==> src/rtl/id_ex_alu_issue_pkg.sv <==
// Shared ALU definitions: operation codes and main-control ALUOp class encodings.
// Used by the ID/EX issue stage, the ALU and main control.
package id_ex_alu_issue_pkg;

    // 4-bit ALU operation codes
    localparam logic [3:0] ALU_AND = 4'b0000;
    localparam logic [3:0] ALU_OR  = 4'b0001;
    localparam logic [3:0] ALU_ADD = 4'b0010;
    localparam logic [3:0] ALU_SUB = 4'b0110;
    localparam logic [3:0] ALU_NOR = 4'b1100;
    localparam logic [3:0] ALU_SLL = 4'b0111;

    // Main-control ALUOp class encodings
    localparam logic [1:0] CLASS_LDST   = 2'b00;
    localparam logic [1:0] CLASS_BRANCH = 2'b01;
    localparam logic [1:0] CLASS_RTYPE  = 2'b10;
    localparam logic [1:0] CLASS_ITYPE  = 2'b11;

    // funct3 values that carry an ALU meaning
    localparam logic [2:0] F3_ADDSUB = 3'b000;
    localparam logic [2:0] F3_SLL    = 3'b001;
    localparam logic [2:0] F3_OR     = 3'b110;
    localparam logic [2:0] F3_AND    = 3'b111;

endpackage

==> src/rtl/id_ex_alu_issue_alu_op_decode.sv <==
// Combinational ALU-control decode: ALUOp class plus funct fields to a 4-bit
// ALU operation code. Unmapped R/I-type encodings raise illegal and fall back
// to ADD so the ALU always sees a defined operation.
module alu_op_decode
    import id_ex_alu_issue_pkg::*;
(
    input  logic [1:0] aluop_class_i,
    input  logic [2:0] funct3_i,
    input  logic       funct7_5_i,
    output logic [3:0] aluop_o,
    output logic       illegal_o
);

    // Map class/funct to an ALU code, flagging encodings with no legal mapping
    always_comb begin
        aluop_o   = ALU_ADD;
        illegal_o = 1'b0;
        case (aluop_class_i)
            CLASS_LDST: begin
                aluop_o = ALU_ADD;
            end
            CLASS_BRANCH: begin
                aluop_o = ALU_SUB;
            end
            CLASS_RTYPE: begin
                case (funct3_i)
                    F3_ADDSUB: begin
                        if (funct7_5_i) begin
                            aluop_o = ALU_SUB;
                        end else begin
                            aluop_o = ALU_ADD;
                        end
                    end
                    F3_AND: aluop_o = ALU_AND;
                    F3_OR:  aluop_o = ALU_OR;
                    F3_SLL: begin
                        if (funct7_5_i) begin
                            illegal_o = 1'b1;
                        end else begin
                            aluop_o = ALU_SLL;
                        end
                    end
                    default: illegal_o = 1'b1;
                endcase
            end
            CLASS_ITYPE: begin
                case (funct3_i)
                    // Bit 30 is part of the immediate for ADDI, so it is ignored
                    F3_ADDSUB: aluop_o = ALU_ADD;
                    F3_AND:    aluop_o = ALU_AND;
                    F3_OR:     aluop_o = ALU_OR;
                    F3_SLL: begin
                        if (funct7_5_i) begin
                            illegal_o = 1'b1;
                        end else begin
                            aluop_o = ALU_SLL;
                        end
                    end
                    default: illegal_o = 1'b1;
                endcase
            end
            default: begin
                illegal_o = 1'b1;
            end
        endcase
    end

endmodule

==> src/rtl/id_ex_alu_issue.sv <==
// ID/EX pipeline register for the ALU path: decodes the ALU operation, selects
// operands and registers everything for EX. Reset and flush insert a bubble,
// stall holds the slot; illegal or invalid instructions never write state.
module id_ex_alu_issue
    import id_ex_alu_issue_pkg::*;
#(
    parameter int DATA_W = 64,
    parameter int REG_AW = 5
) (
    input  logic              clk,
    input  logic              reset,
    input  logic              stall,
    input  logic              flush,
    input  logic              id_valid,
    input  logic [1:0]        id_aluop_class,
    input  logic [2:0]        id_funct3,
    input  logic              id_funct7_5,
    input  logic              id_alusrc,
    input  logic [DATA_W-1:0] id_rs1_data,
    input  logic [DATA_W-1:0] id_rs2_data,
    input  logic [DATA_W-1:0] id_imm,
    input  logic [REG_AW-1:0] id_rd,
    input  logic              id_regwrite,
    input  logic              id_memread,
    input  logic              id_memwrite,
    input  logic              id_branch,
    input  logic              id_memtoreg,
    output logic              ex_valid,
    output logic [DATA_W-1:0] ex_a,
    output logic [DATA_W-1:0] ex_b,
    output logic [DATA_W-1:0] ex_store_data,
    output logic [3:0]        ex_aluop,
    output logic [REG_AW-1:0] ex_rd,
    output logic              ex_regwrite,
    output logic              ex_memread,
    output logic              ex_memwrite,
    output logic              ex_branch,
    output logic              ex_memtoreg,
    output logic              ex_illegal
);

    logic [3:0]        dec_aluop_s;
    logic              dec_illegal_s;
    logic              ctrl_ok_s;

    logic              valid_d,    valid_q;
    logic [DATA_W-1:0] a_d,        a_q;
    logic [DATA_W-1:0] b_d,        b_q;
    logic [DATA_W-1:0] store_d,    store_q;
    logic [3:0]        aluop_d,    aluop_q;
    logic [REG_AW-1:0] rd_d,       rd_q;
    logic              regwrite_d, regwrite_q;
    logic              memread_d,  memread_q;
    logic              memwrite_d, memwrite_q;
    logic              branch_d,   branch_q;
    logic              memtoreg_d, memtoreg_q;
    logic              illegal_d,  illegal_q;

    alu_op_decode u_alu_op_decode (
        .aluop_class_i (id_aluop_class),
        .funct3_i      (id_funct3),
        .funct7_5_i    (id_funct7_5),
        .aluop_o       (dec_aluop_s),
        .illegal_o     (dec_illegal_s)
    );

    // Load values for the EX slot: operand mux plus control gating
    always_comb begin
        ctrl_ok_s  = id_valid & ~dec_illegal_s;
        valid_d    = id_valid;
        a_d        = id_rs1_data;
        store_d    = id_rs2_data;
        rd_d       = id_rd;
        if (id_alusrc) begin
            b_d = id_imm;
        end else begin
            b_d = id_rs2_data;
        end
        if (ctrl_ok_s) begin
            aluop_d = dec_aluop_s;
        end else begin
            aluop_d = ALU_ADD;
        end
        regwrite_d = id_regwrite & ctrl_ok_s;
        memread_d  = id_memread  & ctrl_ok_s;
        memwrite_d = id_memwrite & ctrl_ok_s;
        branch_d   = id_branch   & ctrl_ok_s;
        memtoreg_d = id_memtoreg & id_valid;
        illegal_d  = id_valid & dec_illegal_s;
    end

    // EX slot register: reset/flush bubble, then stall hold, then load
    always_ff @(posedge clk) begin
        if (reset || flush) begin
            valid_q    <= 1'b0;
            a_q        <= {DATA_W{1'b0}};
            b_q        <= {DATA_W{1'b0}};
            store_q    <= {DATA_W{1'b0}};
            aluop_q    <= ALU_ADD;
            rd_q       <= {REG_AW{1'b0}};
            regwrite_q <= 1'b0;
            memread_q  <= 1'b0;
            memwrite_q <= 1'b0;
            branch_q   <= 1'b0;
            memtoreg_q <= 1'b0;
            illegal_q  <= 1'b0;
        end else if (stall) begin
            valid_q    <= valid_q;
            a_q        <= a_q;
            b_q        <= b_q;
            store_q    <= store_q;
            aluop_q    <= aluop_q;
            rd_q       <= rd_q;
            regwrite_q <= regwrite_q;
            memread_q  <= memread_q;
            memwrite_q <= memwrite_q;
            branch_q   <= branch_q;
            memtoreg_q <= memtoreg_q;
            illegal_q  <= illegal_q;
        end else begin
            valid_q    <= valid_d;
            a_q        <= a_d;
            b_q        <= b_d;
            store_q    <= store_d;
            aluop_q    <= aluop_d;
            rd_q       <= rd_d;
            regwrite_q <= regwrite_d;
            memread_q  <= memread_d;
            memwrite_q <= memwrite_d;
            branch_q   <= branch_d;
            memtoreg_q <= memtoreg_d;
            illegal_q  <= illegal_d;
        end
    end

    assign ex_valid      = valid_q;
    assign ex_a          = a_q;
    assign ex_b          = b_q;
    assign ex_store_data = store_q;
    assign ex_aluop      = aluop_q;
    assign ex_rd         = rd_q;
    assign ex_regwrite   = regwrite_q;
    assign ex_memread    = memread_q;
    assign ex_memwrite   = memwrite_q;
    assign ex_branch     = branch_q;
    assign ex_memtoreg   = memtoreg_q;
    assign ex_illegal    = illegal_q;

endmodule

==> config.mk <==
export PLATFORM = sky130hd
export DESIGN_NAME = id_ex_alu_issue
export DESIGN_NICKNAME = d
export VERILOG_FILES = /design/src/rtl/id_ex_alu_issue_pkg.sv /design/src/rtl/id_ex_alu_issue_alu_op_decode.sv /design/src/rtl/id_ex_alu_issue.sv
export SDC_FILE = /design/constraint.sdc
export NUM_CORES = 1
export LEC_CHECK = 0
export BUFFER_PORTS_ARGS = -buffer_cell sky130_fd_sc_hd__buf_2
export CORE_AREA = 5 5 161 163
export CTS_CLUSTER_SIZE = 40
export DETAILED_ROUTE_END_ITERATION = 10
export DIE_AREA = 0 0 166 168
export GPL_TIMING_DRIVEN = 1
export PLACE_DENSITY = 0.72
export SETUP_SLACK_MARGIN = 0.15
export SYNTH_ARGS = -nofsm -noshare
export SYNTH_HDL_FRONTEND = slang
export SYNTH_SLANG_ARGS = --single-unit
export TNS_END_PERCENT = 20
==> constraint.sdc <==
create_clock -name clk -period 3.2 [get_ports clk]
set_input_delay 0.48 -clock clk [delete_from_list [all_inputs] [get_ports clk]]
set_output_delay 0.48 -clock clk [all_outputs]
set_load 0.005 [all_outputs]
==> impl_metrics.ini <==
[power]
power_density_nw_per_um2 = 520
comb_power_share = 0.117
leakage_power_nw = 5.82
cell_internal_pwr_mw = 4.47
share_seq_of_total_power = 0.464
sw_frac_of_total = 0.235
ir_drop_v = 0.000435
clkPwrFrac = 0.419
p_switching_mw = 1.37

[placement]
place.detailed.instances = 1462
hpwlAfterDp_um = 17900
gp_routability_congestion = 0.900
placement.setup.worst_slack_ns = 1.33
io_buffer_count = 420

[routing]
total_length_of_routed_wires_um = 23900
post_drt_wl_per_cell_um = 15.9
detail-route-antenna-nets = 0
detailedRoute.firstIterationViolations = 273
num_vias = 6861
firstDrtPassIters = 5
route.detailed.drc = 0
routed_vias_inst = 4.57

[clock_network]
ctsHoldBuffers = 0
clk-insertion-delay-late_ns = 0.48
clk_transition_reported_paths_ns = 0.06
cts-root-to-sink-buffers = 3
cts_tree = built
clock_tree.htree_level_count = 1
cts_resized = 0
cts.sink_count = 207
post-cts-setup-buffers = 0
cts.root.buffer_cell = clkbuf_16
cts_inserted_buffers = 23

[sta]
finalClockSkew_ns = 0
setup_viol = 0
max_slew_margin = 0.493
achievable-frequency_mhz = 648
totalNegativeSetupSlack_ns = 0
worst_max_slew_pin_slew_ns = 0.760
timing.final.ws_setup_ns = 1.66
setup_repair_after_global_routing_missed_its_margin = no
final_max_slew_viol_count = 0
layout_min_cycle_time_ns = 1.54
number_of_hold_violations_in_the_final_report = 0
share_of_the_cycle_needed_by_the_critical_path_after_routing = 0.482

[layout]
area.sequential_um2 = 4140
net_count_of_the_finished_layout = 1377
mostFrequentLayoutCells = buf_2, dfxtp_1, nor2_1
filler_cell_count = 2297
footprint_of_the_multi_input_gates_um2 = 3690
area_growth_from_synthesis_to_layout_pct = 37.6
layout.cells.most_common = buf_2
layout_cells_sized_above_1 = 0.451
stdcell_count = 1502
number_of_antenna_cells_inserted = 0

[run_status]
run_status = complete, no violations

[logic_synthesis]
yosys.cell_types.count = 26
synth.yosys.seq_area_share = 0.508
yosysWarningCount = 0
yosys_register_bits = 207
syn_area_um2 = 8160
synth_flop_cell = dfxtp_1
synth.net_count = 974
syn-mean-instance-area_um2 = 10.7
synth_edf_count = 0
netlist_instances = 760
postSynth.asyncResetShare = 0

[global_routing]
first_global_vias = 7119
groute.usage.overall = 0.159
grt-ovfl-total = 0
grt_pass1_wl_um = 37300
initial_antenna_violation_count = 0
pin_count_of_the_biggest_net_entering_global_routing = 72

[critical_path]
setup.reg_to_reg.worst_slack_ns = 2.47
critical_path.endpoint_type = output pin
ws_path_type = reg2out
worstPathBufferInverterCount = 1
cp.arrival_ns = 1.06
critical_path.cell_chain = buf_2
data_required_time_at_the_worst_endpoint_ns = 2.72
worst_path_max_delay_cell = dfxtp_1
worstSetupStartpointType = register
critPathMaxStageDelay_ns = 0.41
worstPathMaxFanout = 2
cpLargestDelayFamily = flip-flops

[worst_hold_path]
worst_min_delay_path_class = in2reg

[floorplanning]
design.die.area_um2 = 27900
chipWidth_um = 166
core.rowCount = 57
start_util = 0.338
design.core.area_um2 = 24200
io-pin-count = 422
die_height_um = 168

[run]
max_cap_viol_count = 0
## final timing paths
path                                  startpoint                to  cells after the start
worst max-delay path            ex_store_data[7]  ex_store_data[7]                      1
worst min-delay path             id_rs1_data[56]          ex_a[56]                      3
worst min register to register         ex_branch         ex_branch                      2
worst max register to register       ex_aluop[2]       ex_aluop[2]                      3
## stage by stage
stage               power (mW)  hold WS, ns   util  cell area [um2]
finish                    5.84        0.213  0.464            11200
CTS                       5.93        0.186  0.464            11200
global route              6.11        0.204  0.464            11200
floorplan                 3.15        0.477      -             8160
global placement          3.44        0.462  0.436            10500
detailed placement        3.45        0.476  0.436            10500
## synth_stat cells, drive strengths merged (2+ instances only)
| library cell | instances | share of area |
|---|---|---|
| a32o | 2 | 0.0025 |
| dfxtp | 207 | 0.51 |
| nor2 | 201 | 0.092 |
| a21oi | 2 | 0.0012 |
| nand2 | 7 | 0.0032 |
| mux2i | 198 | 0.24 |
| o21ai | 6 | 0.0037 |
| nor3 | 2 | 0.0018 |
| nor2b | 2 | 0.0015 |
| buf | 54 | 0.041 |
| nand3 | 4 | 0.0025 |
| mux2 | 64 | 0.088 |
## cell type report
| cell class | instances | share of cell area |
|---|---|---|
| Sequential cell | 207 | 0.369 |
| Timing Repair Buffer | 433 | 0.205 |
| Clock inverter | 3 | 0.00167 |
| Multi-Input combinational cell | 498 | 0.328 |
| Tap cell | 324 | 0.0361 |
| Clock buffer | 37 | 0.0604 |
## state kept, by name (all words and copies together), names as in the netlist
register,cells
ex_a,64
ex_b,64
ex_store_data,64
ex_rd,5
ex_aluop,3
ex_branch,1
ex_illegal,1
ex_memread,1
ex_memtoreg,1
ex_memwrite,1
ex_regwrite,1
ex_valid,1
## per-layer routing
layer  vias up  wire [um]  track usage
li1       3381          -            -
met1      3141       9360        0.178
met2       280      11500        0.279
met3        59       1950       0.0537
met4         0       1060       0.0660
met5         -          0            0
## cell families (layout without fill, tap and decap cells)
family | count (synthesis) | count (layout) | synth area share
other cells | 1 | 1 | 0.000459
mux | 262 | 262 | 0.331
buf+inv | 55 | 473 | 0.0411
flops | 207 | 207 | 0.508
compound gates | 13 | 13 | 0.0104
simple gates | 222 | 222 | 0.109
## worst register-to-register path, stage by stage (launching register included)
cell and delay (ns):
dfxtp_1 0.31, nand2_1 0.06, a21oi_1 0.06, a31o_1 0.21
## power by group through the flow
stage,Sequential (mW),Clock [mW],Combinational (mW)
after floorplan,2.77,0,0.377
after global placement,2.76,0,0.678
after detailed placement,2.76,0,0.688
after CTS,2.71,2.53,0.692
after global routing,2.72,2.65,0.750
final,2.71,2.44,0.683
No activity file was read; power rests on OpenSTA's default activity.
